`config.mk`:
```
export PLATFORM = sky130hd
export DESIGN_NAME = fifo_rd_packer
export DESIGN_NICKNAME = d
export VERILOG_FILES = /design/src/rtl/fifo_rd_packer.sv
export SDC_FILE = /design/constraint.sdc
export NUM_CORES = 1
export LEC_CHECK = 0
export CAP_MARGIN = 30
export CORE_MARGIN = 4
export CORE_UTILIZATION = 49
export CTS_BUF_LIST = sky130_fd_sc_hd__clkbuf_4 sky130_fd_sc_hd__clkbuf_8 sky130_fd_sc_hd__clkbuf_16
export DETAILED_ROUTE_END_ITERATION = 10
export MAX_ROUTING_LAYER = met4
export PLACE_DENSITY = 0.89
export SYNTH_ARGS = -nofsm -noshare
export SYNTH_HDL_FRONTEND = slang
export SYNTH_SLANG_ARGS = --single-unit
export TNS_END_PERCENT = 30
```
`constraint.sdc`:
```
create_clock -name clk_in -period 3.11 [get_ports clk_in]
set_clock_uncertainty 0.2 [all_clocks]
set_input_delay 0.311 -clock clk_in [delete_from_list [all_inputs] [get_ports clk_in]]
set_output_delay 0.311 -clock clk_in [all_outputs]
set_load 0.01 [all_outputs]
```
`src/rtl/fifo_rd_packer.sv`:
```
// Packs PACK consecutive FIFO read words into one WIDTH*PACK beat with valid/ready handshake.
// Optional registered even parity on the beat when FIFO_RD_PARITY_EN is defined.
module fifo_rd_packer #(
    parameter int WIDTH = 4,
    parameter int PACK  = 2
) (
    input  logic                  clk_in,
    input  logic                  reset,
    input  logic                  en,
    input  logic                  empty,
    input  logic [WIDTH-1:0]      rdata,
    output logic                  rd_rq,
    output logic [WIDTH*PACK-1:0] out_data,
    output logic                  out_valid,
    input  logic                  out_ready,
    output logic                  out_parity,
    output logic [15:0]           word_cnt
);

    localparam int IDX_W = (PACK > 1) ? $clog2(PACK) : 1;
    localparam logic [IDX_W-1:0] IDX_LAST = IDX_W'(PACK - 1);

    localparam logic [1:0] ST_FILL = 2'd0;
    localparam logic [1:0] ST_WAIT = 2'd1;
    localparam logic [1:0] ST_OUT  = 2'd2;

    logic [1:0]            state_q, state_d;
    logic [IDX_W-1:0]      idx_q, idx_d;
    logic [WIDTH*PACK-1:0] data_q, data_d;
    logic [15:0]           cnt_q, cnt_d;

    // A read is only requested from FILL; the FIFO answers one cycle later, in WAIT.
    assign rd_rq     = (state_q == ST_FILL) & en & ~empty & ~reset;
    assign out_valid = (state_q == ST_OUT);
    assign out_data  = data_q;
    assign word_cnt  = cnt_q;

    always_comb begin
        state_d = state_q;
        idx_d   = idx_q;
        data_d  = data_q;
        cnt_d   = cnt_q;
        case (state_q)
            ST_FILL: begin
                if (rd_rq) state_d = ST_WAIT;
            end
            ST_WAIT: begin
                for (int k = 0; k < PACK; k++) begin
                    if (idx_q == IDX_W'(k)) data_d[k*WIDTH +: WIDTH] = rdata;
                end
                cnt_d = cnt_q + 16'd1;
                if (idx_q == IDX_LAST) begin
                    idx_d   = '0;
                    state_d = ST_OUT;
                end else begin
                    idx_d   = idx_q + 1'b1;
                    state_d = ST_FILL;
                end
            end
            ST_OUT: begin
                if (out_ready) state_d = ST_FILL;
            end
            default: state_d = ST_FILL;
        endcase
    end

    always_ff @(posedge clk_in or posedge reset) begin
        if (reset) begin
            state_q <= ST_FILL;
            idx_q   <= '0;
            data_q  <= '0;
            cnt_q   <= '0;
        end else begin
            state_q <= state_d;
            idx_q   <= idx_d;
            data_q  <= data_d;
            cnt_q   <= cnt_d;
        end
    end

`ifdef FIFO_RD_PARITY_EN
    logic parity_q;

    // Tracks the beat register so parity always matches the currently held out_data.
    always_ff @(posedge clk_in or posedge reset) begin
        if (reset) begin
            parity_q <= 1'b0;
        end else begin
            parity_q <= ^data_d;
        end
    end

    assign out_parity = parity_q;
`else
    assign out_parity = 1'b0;
`endif

endmodule

```
* Yosys cells after proc, flatten, opt, wreduce, memory -nomap -nowiden
Cells that the tools add are included.
** Storage, ports and cells
- Flip-flop bits (word level) :: 27
- Input port bits :: 9
- Output and inout bits :: 27
- Word-level logic and storage cells :: 26
** Operators by class
- Add/subtract/negate cells :: 2
- Eq/ne operators :: 4
- Muxes and demuxes :: 5
- Bitwise gates (word level) :: 6
- Reduce and logical (&&, ||, !) cells :: 4
** Operators by type and width (number)
- $add 16x1->16 const B :: 1
- $mux 2 :: 3
- $pmux 2 s3 :: 1
- $reduce_and 2->1 :: 3
- $and 1x1->1 :: 3
- $not 1->1 :: 3
- $eq 2x1->1 const B :: 1
- $eq 2x2->1 const B :: 1
- $logic_not 2->1 :: 1
- $ne 2x1->1 const B :: 1
- $ne 2x2->1 const B :: 1
- $add 1x1->1 const B :: 1
- $mux 1 :: 1

* Longest topological paths before layout
Gate-level depths: netlist of run 1.
- Word-level depth :: 6
- Mapped depth :: 6
- Depth with buffers taken out :: 4

* Least setup slack after synthesis of run 1
No wires, ideal clock.
- Path type :: flip-flop to flip-flop
- From :: register cnt_q[2], in the netlist word_cnt[2]
- To :: register cnt_q[7], in the netlist word_cnt[7]
- Library setup time :: 0.128 ns
- Data arrival time :: 1.278 ns
- Data required time :: 2.782 ns
- Path slack :: 1.503 ns
- Cell stages (with the launch flop) :: 6
- Buffers on the path :: 1
- Period minus slack after synthesis :: 1.607 ns
- Cells stage by stage :: dfrtp_1 > and3_1 > and4_1 > buf_4 > and3_4 > xor2_2
** Between the ends
- Longest elaborated chain between the ends :: 1
** RTL lines
- from (decl) :: line 30 : logic [15:0] cnt_q, cnt_d;
- from (signal assigned) :: line 77 : cnt_q <= cnt_d;
- $add 16x1->16 :: line 51 : cnt_d = cnt_q + 16'd1;
Every way passes these cells.
A chain may end at the register's enable or synchronous reset.

* Final worst setup path of run 1
- From :: register state_q[0]
- To :: output rd_rq
** Between the ends
- Longest elaborated chain between the ends :: 4
** RTL lines
- from (decl) :: line 27 : logic [1:0] state_q, state_d;
- from (signal assigned) :: line 74 : state_q <= state_d;
- $logic_not 2->1 :: line 33 : assign rd_rq = (state_q == ST_FILL) & en & ~empty & ~reset;
- $and 1x1->1 (3 in series) :: line 33
- to (decl) :: line 12 : output logic rd_rq,
Every way passes these cells.

==> key figures, run 1 <==
Power
  • P_leak: slightly above 0.7 nW
  • Cell internal pwr: 713.5 uW
  • Switching Share: between 20 and 30%
  • Flop pwr share: 50.3%
  • Logic pwr share: 34.2%
  • Pwr dens: 633.0 mW/mm^2
  • Clk pwr share: 15.5%
  • Peak supply drop: 0.4784 mV
  • Psw: 286.8 uW

Route
  • Pre-Repair DR Iteration Count: 4
  • DR WL/cell: 14.32 um
  • Antenna Nets Post-Route: 0
  • Residual DRC count: 0
  • Initial DRC count: 6
  • Vias/cell: 5.148
  • Routed wire length: 2219 um
  • Via count: around 800

Floorplan
  • Die ar.: 0.003242 mm^2
  • Starting Density: 52.05%
  • Die Y: 56.94 um
  • Core ar.: 0.002255 mm^2
  • Number of I/O pins: 36
  • # rows: 17
  • Die width: 56.94 um

Critical path
  • Crit Path Class: reg2out
  • Flop-to-flop setup slack: around 1300 ps
  • CP required: roughly 2600 ps
  • Startpoint types: flop
  • Crit path DAT: roughly 1600 ps
  • RR Startpoint: state_q[1]
  • Largest fanout on the critical path: 3
  • R2r endpoint: word_cnt[15]
  • Reg2Reg Depth: 4
  • Worst Setup End Kind: primary output

Layout
  • Layout cells sized above 1: 15.75%
  • Finished Cell Area: between 0.0015 and 0.002 mm^2
  • Ant diodes: 0
  • Synthesis-to-layout area growth: 34.65%
  • Post-layout nets: 138

Place
  • Port bufs: 34
  • Post-DP HPWL: 1790 um
  • GP Congestion: 0.7206
  • Area after DPL: 0.001550 mm^2

Clock network
  • Post-CTS Hold Buffers: 0
  • Clk_lat worst skew: 320 ps
  • CTS Sinks: 27
  • Max H-tree Level: 1
  • Max clock buf depth: 2
  • Total CTS buffers: 3
  • CTS root buf: clkbuf_4
  • Number of gates resized after cts: 0
  • Postcts setup bufs: 0
  • CTS tree: done
  • Clock-pin slew on the worst setup and hold paths: 130 ps

Timing
  • Final Hold Viols: 0
  • Hold WS: ~110 ps
  • Slew Limit Fails: 0
  • Period utilization: 69.21%
  • # setup viols final: 0
  • Minimum clock period after layout: 2153 ps
  • Setup repair after global routing missed its margin: false
  • Setup TNS: 0 ps
  • Max Clock Freq: approximately 0.46 GHz

Global route
  • Gr ovfl total: 0
  • Initial antenna violation count: 0
  • Global-route wire length before repair: about 4000 um
  • Vias in the first global route: around 900
  • Global Route Usage Sum: 16.14%
  • Pin count of the biggest net entering global routing: 20

Logic synthesis
  • Netlist cell types: 25
  • Synth warnings: 0
  • Syn Nets: 101
  • Synthesized area: 0.001174 mm^2
  • Synthesized area per cell: 12.90 um^2
  • Syn Inst Count: between 90 and 100
  • Sequential fraction of the synthesis area: 57.57%
  • Flops & latches, synth: 27

Worst hold path
  • Hold Path Class: in2async

Job
  • # Max-Cap Violations: 0

Status
  • Outcome: complete, no violations
flip-flops by register name, summed over array words and instances, names as in the netlist:
register and flops:
word_cnt 16, out_data 8, state_q 2, idx_q 1
worst max-delay path, cell delays in order (launching register included):
cell	delay [ps]
dfrtp_1	420
nand2b_1	160
nor4_1	170
clkdlybuf4s50_1	580
cell usage after synthesis:
cell type	number	area share (%)
and2b_1	1	0.64
and3_1	3	1.6
and3_4	1	0.96
and4_1	1	0.75
buf_4	2	1.3
buf_6	1	0.96
conb_1	1	0.32
dfrtp_1	27	58
ha_1	1	1.1
inv_1	3	0.96
mux2_2	9	8.6
nand2_1	6	1.9
nand2b_1	2	1.1
nand3_1	2	0.85
nand4_1	5	2.7
nand4_2	1	1.1
nor2_1	3	0.96
nor2b_2	1	0.75
nor3_2	1	0.85
nor4_1	2	1.1
nor4_2	1	1.1
o21ai_0	1	0.43
xnor2_1	9	6.7
xor2_1	6	4.5
xor2_2	1	1.4
layout by cell type, fill, tap and decap left out:
cell,netlist,routed
and2b_1,1,1
and3_1,3,3
and3_4,1,1
and4_1,1,1
buf_16,0,1
clkbuf_4,0,4
clkdlybuf4s50_1,0,34
conb_1,1,1
dfrtp_1,27,27
ha_1,1,1
inv_1,3,3
mux2_2,9,9
nand2_1,6,6
nand2b_1,2,2
nand3_1,2,2
nand4_1,5,5
nand4_2,1,1
nor2_1,3,3
nor2b_2,1,1
nor3_2,1,1
nor4_1,2,2
nor4_2,1,1
o21ai_0,1,1
xnor2_1,9,9
xor2_1,6,6
xor2_2,1,1
metal layers:
layer	share of wire [%]	global-route usage (%)	wire, um	vias to the layer above
met4	1.8	5.960	41	0
li1	-	-	-	384
met5	0	-	0	-
met1	39	17.45	855	389
met2	56	29.36	1244	20
met3	3.5	2.715	77	5
worst max-delay path by stage:
stage	slack, ps	to	cells past startpoint	startpoint
global route	860	rd_rq	3	state_q[0]
detailed placement	1010	rd_rq	3	empty
floorplan	1500	word_cnt[7]	5	word_cnt[2]
CTS	920	rd_rq	3	state_q[0]
finish	960	rd_rq	3	state_q[0]
global placement	1020	rd_rq	4	en
power groups by stage:
stage | Combinational [mW] | Sequential [mW] | Clock, mW
finish | 0.342 | 0.503 | 0.155
global route | 0.369 | 0.521 | 0.178
CTS | 0.348 | 0.505 | 0.163
detailed placement | 0.347 | 0.512 | 0
global placement | 0.331 | 0.507 | 0
floorplan | 0.107 | 0.542 | 0
stage by stage:
step	utilization [%]	worst slack [ps]	std cells	total power, mW
6_report	70.09	957.5	155	1.000
5_1_grt	70.09	857.0	155	1.068
4_1_cts	70.09	924.4	155	1.016
3_5_place_dp	68.76	1014	151	0.8593
3_3_place_gp	67.54	1017	150	0.8379
2_1_floorplan	-	1503	91	0.6493
final cells by class:
type,instances,area (um^2)
Clock buffer,4,30.03
Fill cell,180,674.4
Inverter,3,11.26
Multi-Input combinational cell,58,460.4
Sequential cell,27,675.6
Tap cell,28,35.03
Timing Repair Buffer,35,367.9
kinds of logic (layout without fill, tap and decap cells):
logic type	after synthesis	count (layout)	share of synthesized area, %
flops	27	27	57.57
xor+xnor	16	16	12.58
mux	9	9	8.636
simple gates	30	30	16.20
fa+ha+maj	1	1	1.066
compound gates	1	1	0.4260
other cells	1	1	0.3195
buf+inv	6	42	3.198
No activity file was read; power rests on OpenSTA's default activity.
==> inputs of run 2 (changes only) <==
--- a/config.mk
+++ b/config.mk
@@ -7,11 +7,11 @@
 export LEC_CHECK = 0
 export CAP_MARGIN = 30
 export CORE_MARGIN = 4
-export CORE_UTILIZATION = 49
+export CORE_UTILIZATION = 45
 export CTS_BUF_LIST = sky130_fd_sc_hd__clkbuf_4 sky130_fd_sc_hd__clkbuf_8 sky130_fd_sc_hd__clkbuf_16
 export DETAILED_ROUTE_END_ITERATION = 10
 export MAX_ROUTING_LAYER = met4
-export PLACE_DENSITY = 0.89
+export PLACE_DENSITY = 0.83
 export SYNTH_ARGS = -nofsm -noshare
 export SYNTH_HDL_FRONTEND = slang
 export SYNTH_SLANG_ARGS = --single-unit
==> constraint.sdc (replaced) <==
create_clock -name clk_in -period 1.99 [get_ports clk_in]
set_clock_uncertainty 0.2 [all_clocks]
set_input_delay 0.199 -clock clk_in [delete_from_list [all_inputs] [get_ports clk_in]]
set_output_delay 0.199 -clock clk_in [all_outputs]
set_load 0.01 [all_outputs]
==> key figures, run 2 (same netlist as run 1, synthesis figures left out) <==
Timing
  • Final Hold Viols: 0
  • Setup repair after global routing missed its margin: false
  • Minimum clock period after layout: 1857 ps
  • Period utilization: 93.31%
  • Setup TNS: 0 ps
  • Max Clock Freq: about 0.54 GHz
  • Slew Limit Fails: 0
  • # setup viols final: 0

Clock network
  • Max H-tree Level: 1
  • Clock-pin slew on the worst setup and hold paths: 130 ps
  • Post-CTS Hold Buffers: 0
  • Postcts setup bufs: 0
  • Clk_lat worst skew: between 300 and 400 ps
  • CTS tree: done
  • Max clock buf depth: 2
  • Total CTS buffers: 3
  • CTS Sinks: 27
  • CTS root buf: clkbuf_4
  • Number of gates resized after cts: 1

Route
  • Antenna Nets Post-Route: 0
  • Residual DRC count: 0
  • Vias/cell: 5.095
  • Initial DRC count: 20
  • Via count: 805
  • DR WL/cell: 14.51 um
  • Pre-Repair DR Iteration Count: 4
  • Routed wire length: roughly 2300 um

Critical path
  • Crit path DAT: approximately 1500 ps
  • CP required: 1590 ps
  • CP delay by family, top: buffers and inverters
  • Flop-to-flop setup slack: 270 ps
  • CP bufs+invs: 2
  • Worst path depth: 3
  • Crit Path Class: reg2out
  • Reg2Reg Depth: 5
  • Worst Setup End Kind: primary output
  • Critical-path cell list: nand2b_1, inv_1, clkdlybuf4s50_1
  • Crit-path max cell delay: 530 ps
  • Crit-path slowest cell: clkdlybuf4s50_1
  • Largest fanout on the critical path: 3
  • Startpoint types: flop

Place
  • GP Congestion: 0.7625
  • Placed cell count: 154
  • Port bufs: 34
  • Post-DP HPWL: 1773 um

Global route
  • Pin count of the biggest net entering global routing: 28
  • Global-route wire length before repair: 3946 um
  • Global Route Usage Sum: 15.44%
  • Initial antenna violation count: 0
  • Vias in the first global route: 857
  • Gr ovfl total: 0

Layout
  • Largest register FFs: 16
  • Ant diodes: 0
  • Synthesis-to-layout area growth: 33.69%
  • Post-layout nets: 139
  • Fill cells: 209
  • Most frequent cells in the layout: clkdlybuf4s50_1 (33), dfrtp_1 (27), xnor2_1 (9), mux2_2 (9)
  • Layout cells sized above 1: 16.41%
  • Most common cell after layout, fill and taps aside: clkdlybuf4s50_1
  • Non-filler cells, final: 158

Power
  • Pwr dens: around 1000 mW/mm^2
  • Psw: 451.2 uW
  • Clk pwr share: 15.6%
  • Flop pwr share: 50.7%
  • Peak supply drop: 0.7350 mV
  • Logic pwr share: 33.7%
  • Power, Total: 1.564 mW
  • Cell internal pwr: ~1.1 mW
  • P_leak: 0.7064 nW
  • Switching Share: around 29%

Job
  • # Max-Cap Violations: 0

Floorplan
  • # rows: 18
  • Die ar.: 0.003489 mm^2
  • Core ar.: 0.002477 mm^2
  • Number of I/O pins: 36
  • Die width: 59.07 um
  • Starting Density: 47.37%
  • Die Y: 59.07 um

Status
  • Outcome: complete, no violations

Worst hold path
  • Hold Path Class: in2async
-- run 2: final timing paths --
path / startpoint / to
max in group asynchronous: reset / out_data[6]
worst max register to register: state_q[1] / word_cnt[14]
worst min register to register: word_cnt[15] / word_cnt[15]
worst max-delay path: state_q[0] / out_valid
min in group clk_in: empty / state_q[0]
worst min-delay path: reset / word_cnt[13]
-- run 2: cell type report --
cell class | instances | area (um^2) | area share (%)
clock buffer | 4 | 30.03 | 1.914
inverter | 3 | 11.26 | 0.7177
multi-input combinational | 58 | 460.4 | 29.35
sequential | 27 | 675.6 | 43.06
tap | 30 | 37.54 | 2.392
timing repair buffer | 36 | 354.1 | 22.57
-- run 2: power groups by stage --
stage	sequential [mW]	clock (mW)	combinational (mW)
after floorplan	0.847	0	0.168
after global placement	0.792	0	0.521
after detailed placement	0.805	0	0.535
after CTS	0.797	0.252	0.536
after global routing	0.820	0.279	0.570
final	0.793	0.244	0.527
-- run 2: worst register-to-register path, cell delays in order, from the launching register on --
cell,delay (ps)
dfrtp_1,450
nor2b_2,230
buf_4,190
nand4_2,190
nor4_2,230
xor2_1,170
-- run 2: per-stage QoR --
| step | utilization [%] | setup WS [ps] | hold slack, ps | area [um^2] |
|---|---|---|---|---|
| 2_1_floorplan | - | 383.2 | 51.72 | 1174 |
| 3_3_place_gp | 62.17 | 134.7 | 260.9 | 1540 |
| 3_5_place_dp | 62.17 | 61.44 | 269.7 | 1540 |
| 4_1_cts | 63.33 | 109.5 | 83.12 | 1569 |
| 5_1_grt | 63.33 | 41.83 | 109.4 | 1569 |
| 6_report | 63.33 | 133.2 | 78.38 | 1569 |
-- run 2: layer usage --
layer / up-vias / track usage, % / share of wire (%)
li1: 381 / - / -
met1: 401 / 17.61 / 42
met2: 19 / 26.97 / 53
met3: 4 / 2.614 / 3.9
met4: 0 / 5.825 / 1.7
met5: - / - / 0
==> inputs of run 3 (changes only) <==
--- a/config.mk
+++ b/config.mk
@@ -12,6 +12,7 @@
 export DETAILED_ROUTE_END_ITERATION = 10
 export MAX_ROUTING_LAYER = met4
 export PLACE_DENSITY = 0.83
+export REMOVE_ABC_BUFFERS = 1
 export SYNTH_ARGS = -nofsm -noshare
 export SYNTH_HDL_FRONTEND = slang
 export SYNTH_SLANG_ARGS = --single-unit
==> constraint.sdc (replaced) <==
create_clock -name clk_in -period 2.1 [get_ports clk_in]
set_clock_uncertainty 0.2 [all_clocks]
set_input_delay 0.21 -clock clk_in [delete_from_list [all_inputs] [get_ports clk_in]]
set_output_delay 0.21 -clock clk_in [all_outputs]
set_load 0.01 [all_outputs]
==> key figures, run 3 (same netlist as run 1, synthesis figures left out) <==
Status
  • Outcome: complete, no violations

Critical path
  • Crit path DAT: 1480 ps
  • Crit-path slowest cell: clkdlybuf4s50_1
  • Worst Setup End Kind: primary output
  • Crit Path Class: reg2out
  • Largest fanout on the critical path: 3
  • Critical-path cell list: nand2b_1, inv_1, clkdlybuf4s50_1
  • CP required: 1690 ps
  • Crit-path max cell delay: 520 ps
  • Startpoint types: flop

Job
  • # Max-Cap Violations: 0

Layout
  • Fill cells: 212
  • Most frequent cells in the layout: clkdlybuf4s50_1 (33), dfrtp_1 (27), xnor2_1 (9), mux2_2 (9)
  • Most common cell after layout, fill and taps aside: clkdlybuf4s50_1
  • Layout cells sized above 1: between 10% and 20%
  • Final Util: 63.23%
  • Non-filler cells, final: 158
  • Multi-input logic area: 460.4 um^2
  • Ant diodes: 0
  • Post-layout nets: between 100 and 150
  • Synthesis-to-layout area growth: 33.48%
  • Area occupied by registers: 675.6 um^2
  • Largest register FFs: 16

Global route
  • Global-route wire length before repair: a little under 4000 um
  • Vias in the first global route: 891
  • Global Route Usage Sum: 15.70%
  • Gr ovfl total: 0
  • Pin count of the biggest net entering global routing: 28
  • Initial antenna violation count: 0

Clock network
  • CTS root buf: clkbuf_4
  • Max H-tree Level: 1
  • CTS Sinks: 27
  • Total CTS buffers: 3
  • Clk_lat worst skew: 330 ps
  • CTS tree: done
  • Max clock buf depth: 2
  • Clock-pin slew on the worst setup and hold paths: 150 ps
  • Postcts setup bufs: 0

Route
  • Initial DRC count: 12
  • Metal2 WL: 1173 um
  • Via count: approximately 800
  • Routed wire length: 2232 um
  • Vias/cell: 5.089
  • Pre-Repair DR Iteration Count: 4
  • Residual DRC count: 0
  • DR WL/cell: ~14 um
  • Met1 Routed Length: 940 um
  • Top Metal Used: met4
  • Antenna Nets Post-Route: 0
  • Met3 Routed Length: 86 um

Power
  • Peak supply drop: 0.7305 mV
  • Power, Total: 1.472 mW
  • P_leak: between 0.7 and 0.8 nW
  • Pwr dens: 939.6 mW/mm^2

Floorplan
  • Number of I/O pins: 36
  • Core ar.: approximately 0.0025 mm^2
  • Die Y: 59.07 um
  • # rows: 18
  • Die width: 59.07 um
  • Die ar.: 0.003489 mm^2
  • Starting Density: 47.37%

Worst hold path
  • Hold Path Class: in2async

Timing
  • Final Hold Viols: 0
  • Period utilization: 89.85%
  • Max Clock Freq: 0.5300 GHz
  • # setup viols final: 0
  • Hold WS: 69.45 ps
  • Setup TNS: 0 ps
  • Slew Limit Fails: 0
  • Setup repair after global routing missed its margin: false
  • Minimum clock period after layout: 1887 ps

Place
  • Port bufs: 34
  • GP Congestion: 0.7275
  • Placed cell count: 154
  • Post-DP HPWL: 1668 um
-- run 3: cell count changes in the layout (fill, tap and decap cells not counted) --
| cell | change |
|---|---|
| clkinv_2 | +1 |
| clkbuf_4 | -1 |
-- run 3: what timing repair did --
item,4_1_cts,5_1_grt
gates resized for setup,1,0
endpoints found under the setup margin,1,0
hold endpoints to repair,0,0
hold buffers,0,0
-- run 3: cell type report --
type	count	area share, %
Multi-Input combinational cell	58	29.39
Timing Repair Buffer	36	22.60
Clock buffer	3	1.438
Inverter	3	0.7189
Clock inverter	1	0.3195
Sequential cell	27	43.13
Tap cell	30	2.396
-- run 3: path summary, 6_finish.rpt --
check / from / slack [ps] / end / cells after the start
max in group asynchronous: reset / 1370 / idx_q / 3
hold / removal: reset / 70 / word_cnt[8] / 3
setup reg to reg: state_q[1] / 430 / word_cnt[7] / 4
setup / recovery: state_q[0] / 210 / out_valid / 3
hold reg to reg: word_cnt[15] / 290 / word_cnt[15] / 1
min in group clk_in: empty / 240 / state_q[0] / 2
-- run 3: critical path, delay by kind of cell (launching register included) --
| family | cells | cell delay [ps] |
|---|---|---|
| flip-flops | 1 | 410 |
| buffers and inverters | 2 | 580 |
| AND/OR/NAND/NOR | 1 | 170 |
-- run 3: stage by stage --
stage	instance area [um^2]	worst slack, ps
5_1_grt	1567	112.0
2_1_floorplan	1147	465.8
6_report	1567	213.1
3_5_place_dp	1540	166.4
3_3_place_gp	1540	215.6
4_1_cts	1567	186.3
-- run 3: power breakdown --
part	leakage [nW]	switching (mW)	internal [mW]
logic	0.337	0.176	0.317
registers	0.351	0.106	0.648
clock network	0.0177	0.153	0.0715
-- run 3: metal layers --
metal	GRT usage, %	up-vias
li1	-	378
met1	18.98	403
met2	25.39	19
met3	3.268	4
met4	6.796	0
met5	-	-
